<file path="src/rtl/cs_arb_pkg.sv">
// Shared types and helpers for the round-robin chip-select arbiter.
// Holds the FSM state encoding, requester count and the round-robin search.
package cs_arb_pkg;

  localparam int N_REQ = 8;
  localparam int IDX_W = 3;

  typedef enum logic [1:0] {
    IDLE = 2'd0,
    BUSY = 2'd1,
    GAP  = 2'd2
  } state_t;

  // First set request strictly after ptr, wrapping; ptr itself is checked last.
  function automatic logic [IDX_W-1:0] rr_pick(input logic [N_REQ-1:0] req,
                                               input logic [IDX_W-1:0] ptr);
    logic [IDX_W-1:0] idx;
    logic             found;
    rr_pick = ptr;
    found   = 1'b0;
    for (int k = 1; k <= N_REQ; k++) begin
      idx = ptr + IDX_W'(k);
      if (!found && req[idx]) begin
        rr_pick = idx;
        found   = 1'b1;
      end
    end
  endfunction

endpackage

</file>
<file path="src/rtl/decoder3to8.sv">
// Active-low 3-to-8 decoder: exactly one output low, selected by d.
module decoder3to8 (
  input  logic [2:0] d,
  output logic [7:0] y
);

  assign y = ~(8'b1 << d);

endmodule

</file>
<file path="src/rtl/cs_rr_arbiter.sv">
// Round-robin arbiter sharing one active-low chip-select decoder among 8 requesters.
// A grant is held until done, request drop or MAX_HOLD, then a guard gap follows.
module cs_rr_arbiter
  import cs_arb_pkg::*;
#(
  parameter int MAX_HOLD   = 16,
  parameter int GAP_CYCLES = 1
) (
  input  logic                   clk,
  input  logic                   rst,
  input  logic [N_REQ-1:0]       req,
  input  logic                   done,
  output logic [IDX_W-1:0]       grant_idx,
  output logic                   grant_valid,
  output logic                   timeout,
  output logic [N_REQ-1:0]       cs_n
);

  localparam int HOLD_W = (MAX_HOLD > 1) ? $clog2(MAX_HOLD) : 1;
  localparam int GAP_W  = (GAP_CYCLES > 1) ? $clog2(GAP_CYCLES) : 1;

  state_t             r_state;
  logic [IDX_W-1:0]   r_grant_idx;
  logic               r_grant_valid;
  logic               r_timeout;
  logic [HOLD_W-1:0]  r_hold_cnt;
  logic [GAP_W-1:0]   r_gap_cnt;

  state_t             w_state_nxt;
  logic [IDX_W-1:0]   w_idx_nxt;
  logic               w_valid_nxt;
  logic               w_timeout_nxt;
  logic [HOLD_W-1:0]  w_hold_nxt;
  logic [GAP_W-1:0]   w_gap_nxt;

  logic               w_hold_last;
  logic               w_gap_last;
  logic               w_holder_req;
  logic [N_REQ-1:0]   w_dec_n;

  assign w_hold_last  = (r_hold_cnt == HOLD_W'(MAX_HOLD - 1));
  assign w_gap_last   = (r_gap_cnt == GAP_W'(GAP_CYCLES - 1));
  assign w_holder_req = req[r_grant_idx];

  always_comb begin
    w_state_nxt   = r_state;
    w_idx_nxt     = r_grant_idx;
    w_valid_nxt   = r_grant_valid;
    w_timeout_nxt = 1'b0;
    w_hold_nxt    = r_hold_cnt;
    w_gap_nxt     = r_gap_cnt;
    case (r_state)
      IDLE: begin
        if (|req) begin
          w_idx_nxt   = rr_pick(req, r_grant_idx);
          w_valid_nxt = 1'b1;
          w_hold_nxt  = '0;
          w_state_nxt = BUSY;
        end
      end
      BUSY: begin
        if (done || !w_holder_req || w_hold_last) begin
          w_valid_nxt   = 1'b0;
          w_gap_nxt     = '0;
          w_state_nxt   = GAP;
          // Timeout only flags a revocation the holder did not ask for.
          w_timeout_nxt = w_hold_last && !done && w_holder_req;
        end else begin
          w_hold_nxt = r_hold_cnt + HOLD_W'(1);
        end
      end
      GAP: begin
        if (w_gap_last) begin
          w_state_nxt = IDLE;
        end else begin
          w_gap_nxt = r_gap_cnt + GAP_W'(1);
        end
      end
      default: begin
        w_state_nxt = IDLE;
        w_valid_nxt = 1'b0;
      end
    endcase
  end

  always_ff @(posedge clk) begin
    if (rst) begin
      r_state       <= IDLE;
      r_grant_idx   <= IDX_W'(N_REQ - 1);
      r_grant_valid <= 1'b0;
      r_timeout     <= 1'b0;
      r_hold_cnt    <= '0;
      r_gap_cnt     <= '0;
    end else begin
      r_state       <= w_state_nxt;
      r_grant_idx   <= w_idx_nxt;
      r_grant_valid <= w_valid_nxt;
      r_timeout     <= w_timeout_nxt;
      r_hold_cnt    <= w_hold_nxt;
      r_gap_cnt     <= w_gap_nxt;
    end
  end

  decoder3to8 u_dec (
    .d (r_grant_idx),
    .y (w_dec_n)
  );

  // Decoded from registered state only, so selects never glitch.
  assign cs_n        = r_grant_valid ? w_dec_n : 8'hFF;
  assign grant_idx   = r_grant_idx;
  assign grant_valid = r_grant_valid;
  assign timeout     = r_timeout;

endmodule

</file>
<file path="config.mk">
export PLATFORM = sky130hd
export DESIGN_NAME = cs_rr_arbiter
export DESIGN_NICKNAME = d
export VERILOG_FILES = /design/src/rtl/cs_arb_pkg.sv /design/src/rtl/decoder3to8.sv /design/src/rtl/cs_rr_arbiter.sv
export SDC_FILE = /design/constraint.sdc
export NUM_CORES = 1
export LEC_CHECK = 0
export CAP_MARGIN = 5
export CORE_UTILIZATION = 54
export DETAILED_ROUTE_END_ITERATION = 8
export GPL_TIMING_DRIVEN = 0
export PLACE_DENSITY = 0.83
export SETUP_SLACK_MARGIN = 0.3
export SLEW_MARGIN = 40
export SYNTH_ARGS = -nofsm -noshare
export SYNTH_HDL_FRONTEND = slang
export SYNTH_HIERARCHICAL = 1
export SYNTH_SLANG_ARGS = --single-unit
</file>
<file path="constraint.sdc">
create_clock -name clk -period 5.55 [get_ports clk]
set_clock_uncertainty 0.1 [all_clocks]
set_input_delay 1.11 -clock clk [delete_from_list [all_inputs] [get_ports clk]]
set_output_delay 1.11 -clock clk [all_outputs]
set_load 0.01 [all_outputs]
</file>
# Word-level counts from Yosys, hierarchy flattened
# Cells that the tools add are included.
[totals] reg_bits=12 input_bits=11 output_inout_bits=13 word_cells=124
[op_classes] n_addsub=9 n_lt_le_gt_ge=8 eq_ne=7 n_shift=1 mux=57 n_bitwise=5 n_reduce_logical=31
[op_table] cell="3-bit by 4-bit less-than comparator with 1-bit output, second input constant" count=8
[op_table] cell="1-bit 2-to-1 mux" count=32
[op_table] cell="1-bit binary-select mux with 3-bit select" count=8
[op_table] cell="3-bit 2-to-1 mux" count=7
[op_table] cell="3-bit adder, second input constant" count=4
[op_table] cell="1-bit logical AND" count=9
[op_table] cell="1-bit zero test" count=9
[op_table] cell="3-bit AND reduction" count=3
[op_table] cell="4-bit 2-to-1 mux" count=2
[op_table] cell="8-bit 2-to-1 mux" count=1
[op_table] cell="2-bit inequality test, second input constant" count=4
[op_table] cell="8-bit NOT" count=1
[op_table] cell="4-bit case mux with 2 select lines" count=1
[op_table] cell="8-bit OR reduction" count=1
[op_table] cell="1-bit by 3-bit left shift with 8-bit output, first input constant" count=1
[op_table] cell="7-bit nonzero test" count=1
[op_table] cell="3-bit by 2-bit adder with 3-bit output, second input constant" count=2
[op_table] cell="2-bit 2-to-1 mux" count=3
[op_table] cell="2-bit case mux with 3 select lines" count=1
[op_table] cell="4-bit by 1-bit adder with 4-bit output, second input constant" count=1
[op_table] cell="4-bit equality test, second input constant" count=1
[op_table] cell="1-bit NOT" count=4
[op_table] cell="4-bit AND reduction" count=1
[op_table] cell="2-bit nonzero test" count=2
[op_table] cell="10 further kinds" count=11

# Depth between registers and ports, before layout
[logic_depth] depth_word=40 mapped_depth=13 mapped_depth_nobuf=9

# Hierarchy
# The synthesis kept the hierarchy.
[modules_own_cells] module="cs_rr_arbiter" n_inst=1 cells_per_inst=155 area_per_inst_um2=1571.5 seq_area_each_um2=220.2
[modules_own_cells] module="decoder3to8" n_inst=1 cells_per_inst=8 area_per_inst_um2=60.1 seq_area_each_um2=0.0

# Least setup slack after synthesis
# OpenSTA, ideal clock, no wires.
[synth_path] path_type="reg2reg" from="reg r_grant_idx[1], in the netlist grant_idx[1]" to="reg r_grant_idx[0], in the netlist grant_idx[0]" arrival_ps=2881 setup_slack_ps=2453 path_stages_with_launch=14 cell_sequence="dfxtp_1 buf_6 buf_2 inv_1 ha_1 buf_6 buf_8 mux2_4 mux4_2 or2_4 o31a_1 o211ai_2 xnor2_1 nand2_1"
[synth_between] elab_chain_len=40 elab_cells_between_ends=67
[synth_rtl] item="start, declared" line="cs_rr_arbiter.sv:23" source="logic [IDX_W-1:0] r_grant_idx;"
[synth_rtl] item="start signal, assigned" line="cs_rr_arbiter.sv:89" source="r_grant_idx <= IDX_W'(N_REQ - 1);"
[synth_rtl] item="start signal, assigned" line="cs_rr_arbiter.sv:96" source="r_grant_idx <= w_idx_nxt;"
[synth_rtl] item="3-bit by 1-bit adder with 3-bit output" line="cs_arb_pkg.sv:22" source="idx = ptr + IDX_W'(k);"
[synth_rtl] item="1-bit binary-select mux with 3-bit select" line="cs_arb_pkg.sv:23" source="if (!found && req[idx]) begin"
[synth_rtl] item="1-bit 2-to-1 mux (implied by the code)" line="cs_arb_pkg.sv:23"
[synth_rtl] item="1-bit 2-to-1 mux" line="cs_arb_pkg.sv:23"
[synth_rtl] item="1-bit 2-to-1 mux" line="cs_rr_arbiter.sv:54" source="if (|req) begin"
[synth_rtl] item="1-bit 2-to-1 mux" line="cs_rr_arbiter.sv:52" source="case (r_state)"
[synth_rtl] item="1-bit zero test" line="cs_arb_pkg.sv:23"
[synth_rtl] item="1-bit logical AND" line="cs_arb_pkg.sv:23"
[synth_rtl] item="[... 24 more ...]"
[synth_rtl] item="1-bit logical AND" line="cs_arb_pkg.sv:23"
[synth_rtl] item="1-bit 2-to-1 mux" line="cs_arb_pkg.sv:23"
[synth_rtl] item="1-bit 2-to-1 mux" line="cs_rr_arbiter.sv:54"
[synth_rtl] item="1-bit 2-to-1 mux" line="cs_rr_arbiter.sv:52"
[synth_rtl] item="1-bit zero test" line="cs_arb_pkg.sv:23"
[synth_rtl] item="1-bit logical AND" line="cs_arb_pkg.sv:23"
[synth_rtl] item="1-bit NOT (no line)"
[synth_rtl] item="4-bit AND reduction (no line)"
# Several ways; a longest one is shown, not always the timed one. The select of a mux whose other input is x is not followed.
# A chain may end at the register's enable or synchronous reset.

# Worst setup path in the final report
[layout_path] from="in req[6]" to="reg r_grant_idx[1], in the netlist grant_idx[1]"
[layout_between] elab_chain_len=39 elab_cells_between_ends=61
[layout_rtl] item="start, declared" line="cs_rr_arbiter.sv:11" source="input logic [N_REQ-1:0] req,"
[layout_rtl] item="1-bit binary-select mux with 3-bit select" line="cs_arb_pkg.sv:23"
[layout_rtl] item="1-bit 2-to-1 mux (implied by the code)" line="cs_arb_pkg.sv:23"
[layout_rtl] item="1-bit 2-to-1 mux" line="cs_arb_pkg.sv:23"
[layout_rtl] item="1-bit 2-to-1 mux" line="cs_rr_arbiter.sv:54"
[layout_rtl] item="1-bit 2-to-1 mux" line="cs_rr_arbiter.sv:52"
[layout_rtl] item="1-bit zero test" line="cs_arb_pkg.sv:23"
[layout_rtl] item="1-bit logical AND" line="cs_arb_pkg.sv:23"
[layout_rtl] item="1-bit 2-to-1 mux" line="cs_arb_pkg.sv:23"
[layout_rtl] item="[... 23 more ...]"
[layout_rtl] item="1-bit logical AND" line="cs_arb_pkg.sv:23"
[layout_rtl] item="1-bit 2-to-1 mux" line="cs_arb_pkg.sv:23"
[layout_rtl] item="1-bit 2-to-1 mux" line="cs_rr_arbiter.sv:54"
[layout_rtl] item="1-bit 2-to-1 mux" line="cs_rr_arbiter.sv:52"
[layout_rtl] item="1-bit zero test" line="cs_arb_pkg.sv:23"
[layout_rtl] item="1-bit logical AND" line="cs_arb_pkg.sv:23"
[layout_rtl] item="1-bit NOT (no line)"
[layout_rtl] item="4-bit AND reduction (no line)"
# Several ways; a longest one is shown, not always the timed one. The select of a mux whose other input is x is not followed.

==> impl_metrics.csv <==
group,metric,value,unit
outcome,status,"finished, violations left",
outcome,violations,"design-rule violations",
power,finalPower,1.12,mW
synth,yosysUniqueCellTypes,57,
grt,grt_use_total,26.3,%
sta,finalHoldViolCount,0,
detailed_routing,wl_met3,343,µm
synth,synth_edf_count,0,
setup_path,crit_type,"in2reg",
detailed_routing,detail-route-antenna-nets,0,
sta,min_period,3.56,ns
die,io_pins,24,
sta,maxSlewViolCount,0,
die,die_w,57.0,µm
die,design.core.area,2810,µm²
setup_path,setup.worst_path.end_class,"register",
setup_path,critical_path_arrival,3.62,ns
setup_path,cp_max_fo,10,
sta,fin_crit_sh,64.1,%
min_path,hp-class,"reg2reg",
grt,grt_pass1_vias,1391,
die,dieArea,3250,µm²
clocking,h-tree-depth,1,
synth,synthFlopType,"dfxtp_1",
setup_path,critical-path-top-delay-family,"multiplexers",
detailed_routing,vias,1512,
synth,postSynthCellCount,163,
sta,finalSetupTns,0,ns
synth,syn_avg_cell_area,10.0,µm²
sta,rsz0062_at_grt,"false",
clocking,cts_sinks,11,
sta,max_freq,0.281,GHz
detailed_routing,top_layer,"met4",
detailed_routing,routed_wl,3950,µm
final_layout,design_area,1920,µm²
synth,yosysSeqAreaShare,13.5,%
setup_path,r2r_slack,2.01,ns
setup_path,critPathBufInv,1,
final_layout,diodes,0,
detailed_routing,route.met2.wl,2040,µm
final_layout,drive_gt1_share,25.4,%
detailed_routing,drtPass1Iterations,6,
setup_path,critPathRequiredTime,5.61,ns
power,p_per_area,584,nW/µm²
sta,tightest_slew,0.658,ns
setup_path,path_cells,"clkdlybuf4s50_1 -> mux4_2 -> mux2i_2 -> nand2_1 -> nor4_4 -> nand3_1 -> a21oi_1 -> o31ai_2",
detailed_routing,m1WireLength,1540,µm
power,leakagePower,0.710,nW
synth,synth_nets,177,
clocking,worstSkewPairLatency,0.27,ns
placement,place_congestion,0.830,
sta,timing.slew.headroom,55.8,%
die,num_rows,19,
placement,io_buffers,22,
clocking,ctsResizeCount,0,
clocking,cts_tree,"built",
clocking,postCtsSetupBuffers,0,
power,vdd_drop_max,0.000332,V
sta,holdWs,0.458,ns
clocking,cts_root_buf,"clkbuf_4",
clocking,hold_buffers,0,
detailed_routing,viasPerCell,6.87,
clocking,cts.path.max_buffers,2,
synth,synth.ff_latch_count,11,
grt,grt_first_pass_wirelength,6600,µm
detailed_routing,wl_per_cell,18.0,µm
detailed_routing,dr.first_iter.drc_count,94,
synth,synth_area,1630,µm²
placement,hpwlAfterDp,2990,µm
die,die_h,57.0,µm
grt,grt_max_degree,12,
setup_path,slowest_stage,"clkdlybuf4s50_1",
setup_path,start_kind,"primary input",
grt,overflow,0,
sta,setup_viol,0,
detailed_routing,drcViolationCount,6,
clocking,cts.clk_slew.worst_paths,0.07,ns
synth,synthArstFlopShare,0,%
synth,ys_warn_count,6,
grt,antenna_found_initial,0,
final_layout,area_growth,17.8,%
die,initial_core_util,58.2,%
clocking,cts_buffers,3,
setup_path,critPathMaxStageDelay,0.59,ns
final_layout,final_nets,204,
placement,postPlaceCellArea,1890,µm²
run,maxCapViolations,0,
-- metal layers --
layer	vias up	global-route usage, %
li1	696	-
met1	720	33.2
met2	94	46.2
met3	2	5.90
met4	0	5.57
met5	-	0
-- power by group --
part	switching (mW)	internal (mW)	leakage (nW)
Sequential	0.0298	0.0942	0.0903
Clock	0.0275	0.0279	0.0150
Combinational	0.484	0.459	0.605
Total	0.542	0.581	0.710
-- kinds of logic after synthesis --
logic type	Yosys count	synth area share, %
and+or+nand+nor	56	21.2
AOI/OAI and AO/OA	38	19.0
muxes	31	31.5
buffers and inverters	18	7.67
DFF	11	13.5
xor gates and xnor gates	6	4.83
adders and majority gates	3	2.30
-- Yosys cell counts, types with 3 or more instances --
cell type   n  area share [%]
inv_1       7             1.6
a31oi_1     3             1.2
nand2b_1   12             4.6
o21ai_0     5             1.5
nor2_1     10             2.3
mux4_2     12              17
nand2_1     6             1.4
a211oi_1    3             1.4
buf_6       5             3.5
ha_1        3             2.3
nor3_1      5             1.5
a21oi_1     8             2.5
dfxtp_1    11              13
nand3b_1    3             1.4
mux2i_1     7             4.3
mux2_2      7             4.8
or3b_1      4             2.1
-- registers in the layout (all words and copies together), names as in the netlist --
register / flops
r_state: 2
r_hold_cnt: 4
grant_valid: 1
timeout: 1
grant_idx: 3
-- layout make-up --
| cell class | count | area (µm²) |
|---|---|---|
| Clock buffer | 4 | 26.3 |
| Tap cell | 31 | 38.8 |
| Timing Repair Buffer | 22 | 220 |
| Inverter | 8 | 30.0 |
| Buffer | 10 | 95.1 |
| Multi-Input combinational cell | 134 | 1290 |
| Fill cell | 221 | 883 |
| Sequential cell | 11 | 220 |
-- worst paths after layout --
kind	start	endpoint	depth (start not counted)
setup / recovery	req[6]	grant_idx[1]	8
hold / removal	r_hold_cnt[0]	r_hold_cnt[0]	2
setup reg to reg	grant_idx[0]	grant_idx[1]	11
hold reg to reg	r_hold_cnt[0]	r_hold_cnt[0]	2
-- cells in the final DEF, fill, tap and decap left out, types with 2 or more instances in the layout --
| master | n |
|---|---|
| clkdlybuf4s50_1 | 22 |
| nand2b_1 | 12 |
| mux4_2 | 12 |
| dfxtp_1 | 11 |
| nor2_1 | 10 |
| a21oi_1 | 8 |
| inv_1 | 7 |
| mux2i_1 | 7 |
| mux2_2 | 7 |
| nand2_1 | 6 |
| buf_6 | 5 |
| nor3_1 | 5 |
| o21ai_0 | 5 |
| or3b_1 | 4 |
| a31oi_1 | 3 |
| ha_1 | 3 |
| clkbuf_4 | 3 |
| nand3b_1 | 3 |
| nor4_1 | 2 |
| buf_4 | 2 |
| xor2_1 | 2 |
| a211oi_1 | 2 |
| a221o_1 | 2 |
| mux2i_2 | 2 |
| mux4_1 | 2 |
| nand4_1 | 2 |
| o221ai_1 | 2 |
| xnor2_1 | 2 |
| or3_1 | 2 |
| nand3_1 | 2 |
| o31a_1 | 2 |
-- worst min-delay path: stages (launching register included) --
cell	delay [ns]
dfxtp_1	0.33
mux2i_1	0.12
nor2_1	0.07
-- stage by stage --
step / utilization [%] / cells / setup WS (ns)
final: 68.5 / 220 / 1.99
after global routing: 68.5 / 220 / 1.78
after CTS: 68.3 / 220 / 2.06
after detailed placement: 67.4 / 216 / 1.78
after global placement: 67.4 / 216 / 1.91
after floorplan: - / 163 / 2.45
Note: power is estimated with default switching activity, not from simulation.
==> edit 1 (config.mk and constraints unchanged) <==
The parameter `MAX_HOLD` goes from 16 to 8.
--- a/src/rtl/cs_rr_arbiter.sv
+++ b/src/rtl/cs_rr_arbiter.sv
@@ -4,5 +4,5 @@
   import cs_arb_pkg::*;
 #(
-  parameter int MAX_HOLD   = 16,
+  parameter int MAX_HOLD   = 8,
   parameter int GAP_CYCLES = 1
 ) (
Formal check against the unedited RTL: not equivalent (Yosys sat finds a counterexample within 10 cycles, from zero or initial values and one cycle with rst high).
==> edit 1 against the original RTL <==
  * Power shrank 25%
  * Area after synthesis is 20% lower
  * Count of clock-buffer cells in the layout unchanged
  * Cell area decreased by 17%
  * Non-clock buffer count shrank 3
  * Setup slack better by 0.044 ns
  * Global-route usage fell by 1.8 points
  * Largest power group unchanged
  * Sequential cell count is 1 lower
  * Hold slack lost 0.082 ns
  * Critical path type unchanged
  * Routed wire length decreased by 27%
==> edit 1: results (changes against the original RTL) <==
The run finished with clean final reports. Ranked by instance count, the synthesized netlist is headed by nand2b_1 (14), a21oi_1 (12), mux4_2 (12). The critical-path maximum fanout is 9 (-1).

The total routing resource utilization after global routing was 24.5% (-1.8 points). The number of search-and-repair iterations in the first detailed-routing pass came out at 4 (-2). The fraction of the mapped netlist area in compound gates was 16.0% (-3.0 points); the worst voltage drop across the vdd grid was 0.342 mV (+2.8%). The average wire per cell in the routed design is 14.4 µm (-20%), and the synthesized area per cell is 8.93 µm² (-11%). The initial antenna violation count is 0 (unchanged), and the average vias per placed instance is 6.23 (-9.4%). The reported net switching power was 0.000392 W (-28%). The startpoint of the tightest hold check path is r_hold_cnt[2]. Post-synth net total: 162 (-8.5%). The power per cell area came out at 525 nW/µm² (-10%). The placed wire-length estimate after detailed placement is 2.30 mm (-23%). In the post-synthesis netlist, the biggest area contributors are mux4_2 (21%), dfxtp_1 (15%), nand2b_1 (6.7%).

The reported sequential group power was 0.000113 W (-9%); the via count was 1252 (-17%). The run gives 0.597 nW (-16%) as the leakage power total. Detailed router's first-iteration violation count: 14 (-85%). In this run the worst setup path begins at req[4]. The share of post-route cells with drive strength above 1 is 15.6% (-9.8 points). For the critical path data arrival time, the log shows 3.56 ns (-0.06 ns).

The tools report the wire length of the first global-routing pass as 4.84 mm (-27%). The tools report the cell area after placement as 1570 µm² (-17%). The area share of the largest cell type after synthesis was 20.6% (+4.0 points); the area share of xor/xnor cells in the synthesized design was 2.00% (-2.8 points). The logs give 0.0000641 W (+16%) for the clock group total power and 0.967 (+17%) for the final weighted congestion in routability-driven placement. The share of synthesized area spent on multiplexers was 31.4% (-0.16 points); the tightest slew margin relative to the limit was 53.7% (-2.1 points). The unique cell type count in the Yosys netlist was 42 (-26%); the area share of fa/ha/maj cells after synthesis was 3.81% (+1.5 points). The number of cells in the design after placement came out at 197 (-8.8%). The number of global-route vias before repair was 1151 (-17%).
[edit 1: cell count changes in the layout (fill, tap and decap cells not counted), sizes merged, moves of 3 or more]
cell / change
a211oi: -3
a21oi: +3
buf: -4
nand2: +3
nand4b: +3
nor2b: +3
nor3: -6
o21ai: +5
[edit 1: final cells by class]
type / instances / area [µm²]
Inverter: 5 / 18.8
Sequential cell: 10 / 200
Tap cell: 28 / 35.0
Timing Repair Buffer: 22 / 220
Buffer: 7 / 47.5
Fill cell: 189 / 651
Multi-Input combinational cell: 125 / 1050
Clock buffer: 4 / 36.3
[edit 1: cells by family (layout without fill, tap and decap cells)]
family,count (synthesis),count (layout)
compound gates,34,34
xor+xnor,3,3
fa+ha+maj,4,4
buf+inv,12,38
flops,10,10
mux,25,25
simple gates,59,59
[edit 1: path summary, 6_finish.rpt]
check / to / slack [ns]
worst max-delay path: grant_idx[1] / 2.04
worst min-delay path: r_hold_cnt[2] / 0.38
worst max register to register: grant_idx[1] / 2.19
worst min register to register: r_hold_cnt[2] / 0.38
[edit 1: metal layers]
layer	vias up	global-route usage, %	wire [µm]
met3	0	5.36	153
met2	46	48.2	1490
met4	0	4.05	0
met1	586	26.7	1240
met5	-	0	0
li1	620	-	-
[edit 1: worst max-delay path, cell delays in order]
cell             delay [ns]
clkdlybuf4s50_1        0.52
mux4_2                 0.57
mux2i_1                0.38
and4_1                 0.25
buf_4                  0.15
a21boi_0               0.18
o21ai_1                0.08
a221o_1                0.32
[edit 1: per-stage QoR]
stage / worst slack (ns) / utilization [%]
final: 2.04 / 71.1
after global routing: 1.85 / 71.1
after CTS: 2.08 / 71.1
after detailed placement: 1.79 / 69.5
after global placement: 1.89 / 69.5
after floorplan: 2.45 / -
==> edit 2 (same settings) <==
Without the edit above. Make the reset (`rst`) asynchronous in one clocked block.
--- a/src/rtl/cs_rr_arbiter.sv
+++ b/src/rtl/cs_rr_arbiter.sv
@@ -84,5 +84,5 @@
   end
 
-  always_ff @(posedge clk) begin
+  always_ff @(posedge clk or posedge rst) begin
     if (rst) begin
       r_state       <= IDLE;
Behaviour: differs if rst is asserted again (counterexample within 4 cycles, from zero or initial values and one cycle with rst high); with rst held inactive, the same outputs for 10 cycles.
==> edit 2 against the original RTL <==
  * The run still ends with DRC left
  * Sequential cell count stayed put
  * Combinational power decreased by 7.8%
  * Setup slack got worse by 0.31 ns
  * Cell area decreased by 12%
  * Synthesized cell count fell by 10%
  * Die area is 14% lower
  * Area after synthesis decreased by 14%
  * Sequential power is 37% higher
  * Hold slack worse by 0.032 ns
  * Routed wire length shrank 8.0%
  * Power is 2.7% lower
==> edit 2: results (changes against the original RTL) <==
The logs give 1 (unchanged) for the H-tree depth and 51 (-46%) for the detailed router's first-iteration violation count. The logs give 16 (+4) for the maximum number of pins on one net before global-route repair and 0 (unchanged) for the post-CTS setup buffer count. In this run the clock root is driven by a clkbuf_4.

The leakage power total was 0.666 nW (-6.2%). The reported net switching power came out at 0.000537 W (-0.91%). Slew of the pin with the lowest slew margin: 0.668 ns (+0.00971 ns).

The wire length of the first global-routing pass is 5.85 mm (-11%), and the warning count from the yosys run is 6 (unchanged). Worst hold-check path type: flop to flop. The tools report the number of search-and-repair iterations in the first detailed-routing pass as 6 (unchanged).

The total DRC errors in the routed layout came out at 2 (-4). By area the synthesized netlist is led by mux4_2 (16%), dfrtp_1 (14%), mux2i_1 (7.9%). The tools report the final net count as 188 (-7.8%). For the number of antenna diodes, the log shows 0 (unchanged). The fraction of registers with async set or reset after synthesis was 100% (+100 points). The worst voltage drop across the vdd grid came out at 0.422 mV (+27%). The clock-pin slew of the registers on the worst-case setup and hold paths is 0.07 ns (about the same). The cell that appears most often on the critical path is mux2_2. The logs give 0.972 (+17%) for the final weighted congestion in routability-driven placement and 46 (-19%) for the unique cell type count in the Yosys netlist. The final reports fail on DRC. TritonCTS buffer count: 3 (unchanged).

Clock latency of the later-clocked register in the worst-skew pair: 0.26 ns. The run finished, with violations left. The run gives 0 (unchanged) as the initial antenna violation count.

The tools report the critical path data arrival time as 3.95 ns (+0.33 ns). The critical-path maximum fanout works out to 15 (+5). Number of input and output port buffers inserted: 23 (+4.5%). For the number of global-route vias before repair, the log shows 1250 (-10%).

The first element of the critical path was grant_idx[1]. The run gives 2 (unchanged) as the maximum clock path buffer count. Startpoint of the tightest hold check path: r_hold_cnt[0]. The flip-flop count of the largest register after layout is 4 (unchanged), and the average wire per cell in the routed design is 17.9 µm (-0.30%). The register with the most flip-flops in the final layout is r_hold_cnt. The average vias per placed instance works out to 6.52 (-5.2%).

The residual overflow from global routing was 0 (unchanged); the post-synth net total was 160 (-9.6%). Master of the slowest instance on the critical path: dfstp_2. The total routing resource utilization after global routing was 28.7% (+2.4 points). After synthesis, the most frequently instantiated cells are nand2b_1 (12), mux2i_1 (11), mux4_2 (10), nor2_1 (10), nand2_1 (9).

Sequential fraction of the synthesis area: 19.9% (+6.4 points). The run gives 2.78 mm (-7.0%) as the placed wire-length estimate after detailed placement. In the synthesized netlist the dominant register cell turns out to be dfrtp_1.

The number of cells upsized or downsized after cts was 0 (unchanged); the highest cell delay on the worst timing path was 0.68 ns (+0.09 ns). The share of post-route cells with drive strength above 1 was 18.5% (-6.9 points).
[edit 2: changes by cell type in the layout (fill, tap and decap cells not counted), sizes merged, moves of 3 or more]
cell   delta
a21oi     -6
dfrtp     +8
o21ai     -3
buf       -6
nand2     +3
dfxtp    -11
mux4      -4
dfstp     +3
[edit 2: kinds of logic after synthesis]
logic type                 share of synthesized area, %
DFF                                                19.9
and+or+nand+nor                                    25.3
adders and majority gates                          2.68
muxes                                              32.3
AOI/OAI and AO/OA                                  12.6
xor gates and xnor gates                           3.13
buffers and inverters                              4.02
[edit 2: layer usage]
layer  track usage, %  part of all wire, %  up-vias
met5                0                    0        -
met4             9.65                  2.3        0
met3             4.31                  5.1        9
met2             51.1                   52       62
met1             34.9                   40      636
li1                 -                    -      616
[edit 2: per-stage QoR]
stage	utilization, %	cell area (µm²)	setup WS (ns)	std cells
after CTS	69.0	1690	1.71	203
after global routing	69.0	1690	1.45	203
after detailed placement	67.9	1670	1.70	199
final	69.0	1690	1.68	203
after floorplan	-	1400	2.09	146
after global placement	67.9	1670	1.73	199
[edit 2: power by group through the flow]
stage | combinational [W] | sequential, W | clock (W)
after detailed placement | 0.000856 | 0.000170 | 0
final | 0.000870 | 0.000170 | 0.0000529
after floorplan | 0.000653 | 0.000164 | 0
after CTS | 0.000863 | 0.000169 | 0.0000537
after global placement | 0.000831 | 0.000166 | 0
after global routing | 0.000948 | 0.000179 | 0.0000595
[edit 2: worst paths after layout]
path | end | cells after the start | slack [ns]
worst max-delay path | grant_idx[1] | 10 | 1.68
worst min-delay path | r_hold_cnt[0] | 1 | 0.43
worst max register to register | grant_idx[1] | 10 | 1.68
worst min register to register | r_hold_cnt[0] | 1 | 0.43
max in group asynchronous | grant_idx[2] | 2 | 3.99
min in group asynchronous | r_hold_cnt[3] | 2 | 1.04
[edit 2: cell type report]
class / instances / area, µm²
Buffer: 6 / 33.8
Clock buffer: 4 / 26.3
Fill cell: 178 / 762
Inverter: 6 / 22.5
Multi-Input combinational cell: 123 / 1060
Sequential cell: 11 / 279
Tap cell: 30 / 37.5
Timing Repair Buffer: 23 / 230
[edit 2: critical path, delay by kind of cell (launching register included)]
family | cells | cell delay (ns)
fa+ha+maj | 1 | 0.30
buf+inv | 3 | 0.76
flops | 1 | 0.68
compound gates | 1 | 0.20
mux | 3 | 1.25
simple gates | 2 | 0.48
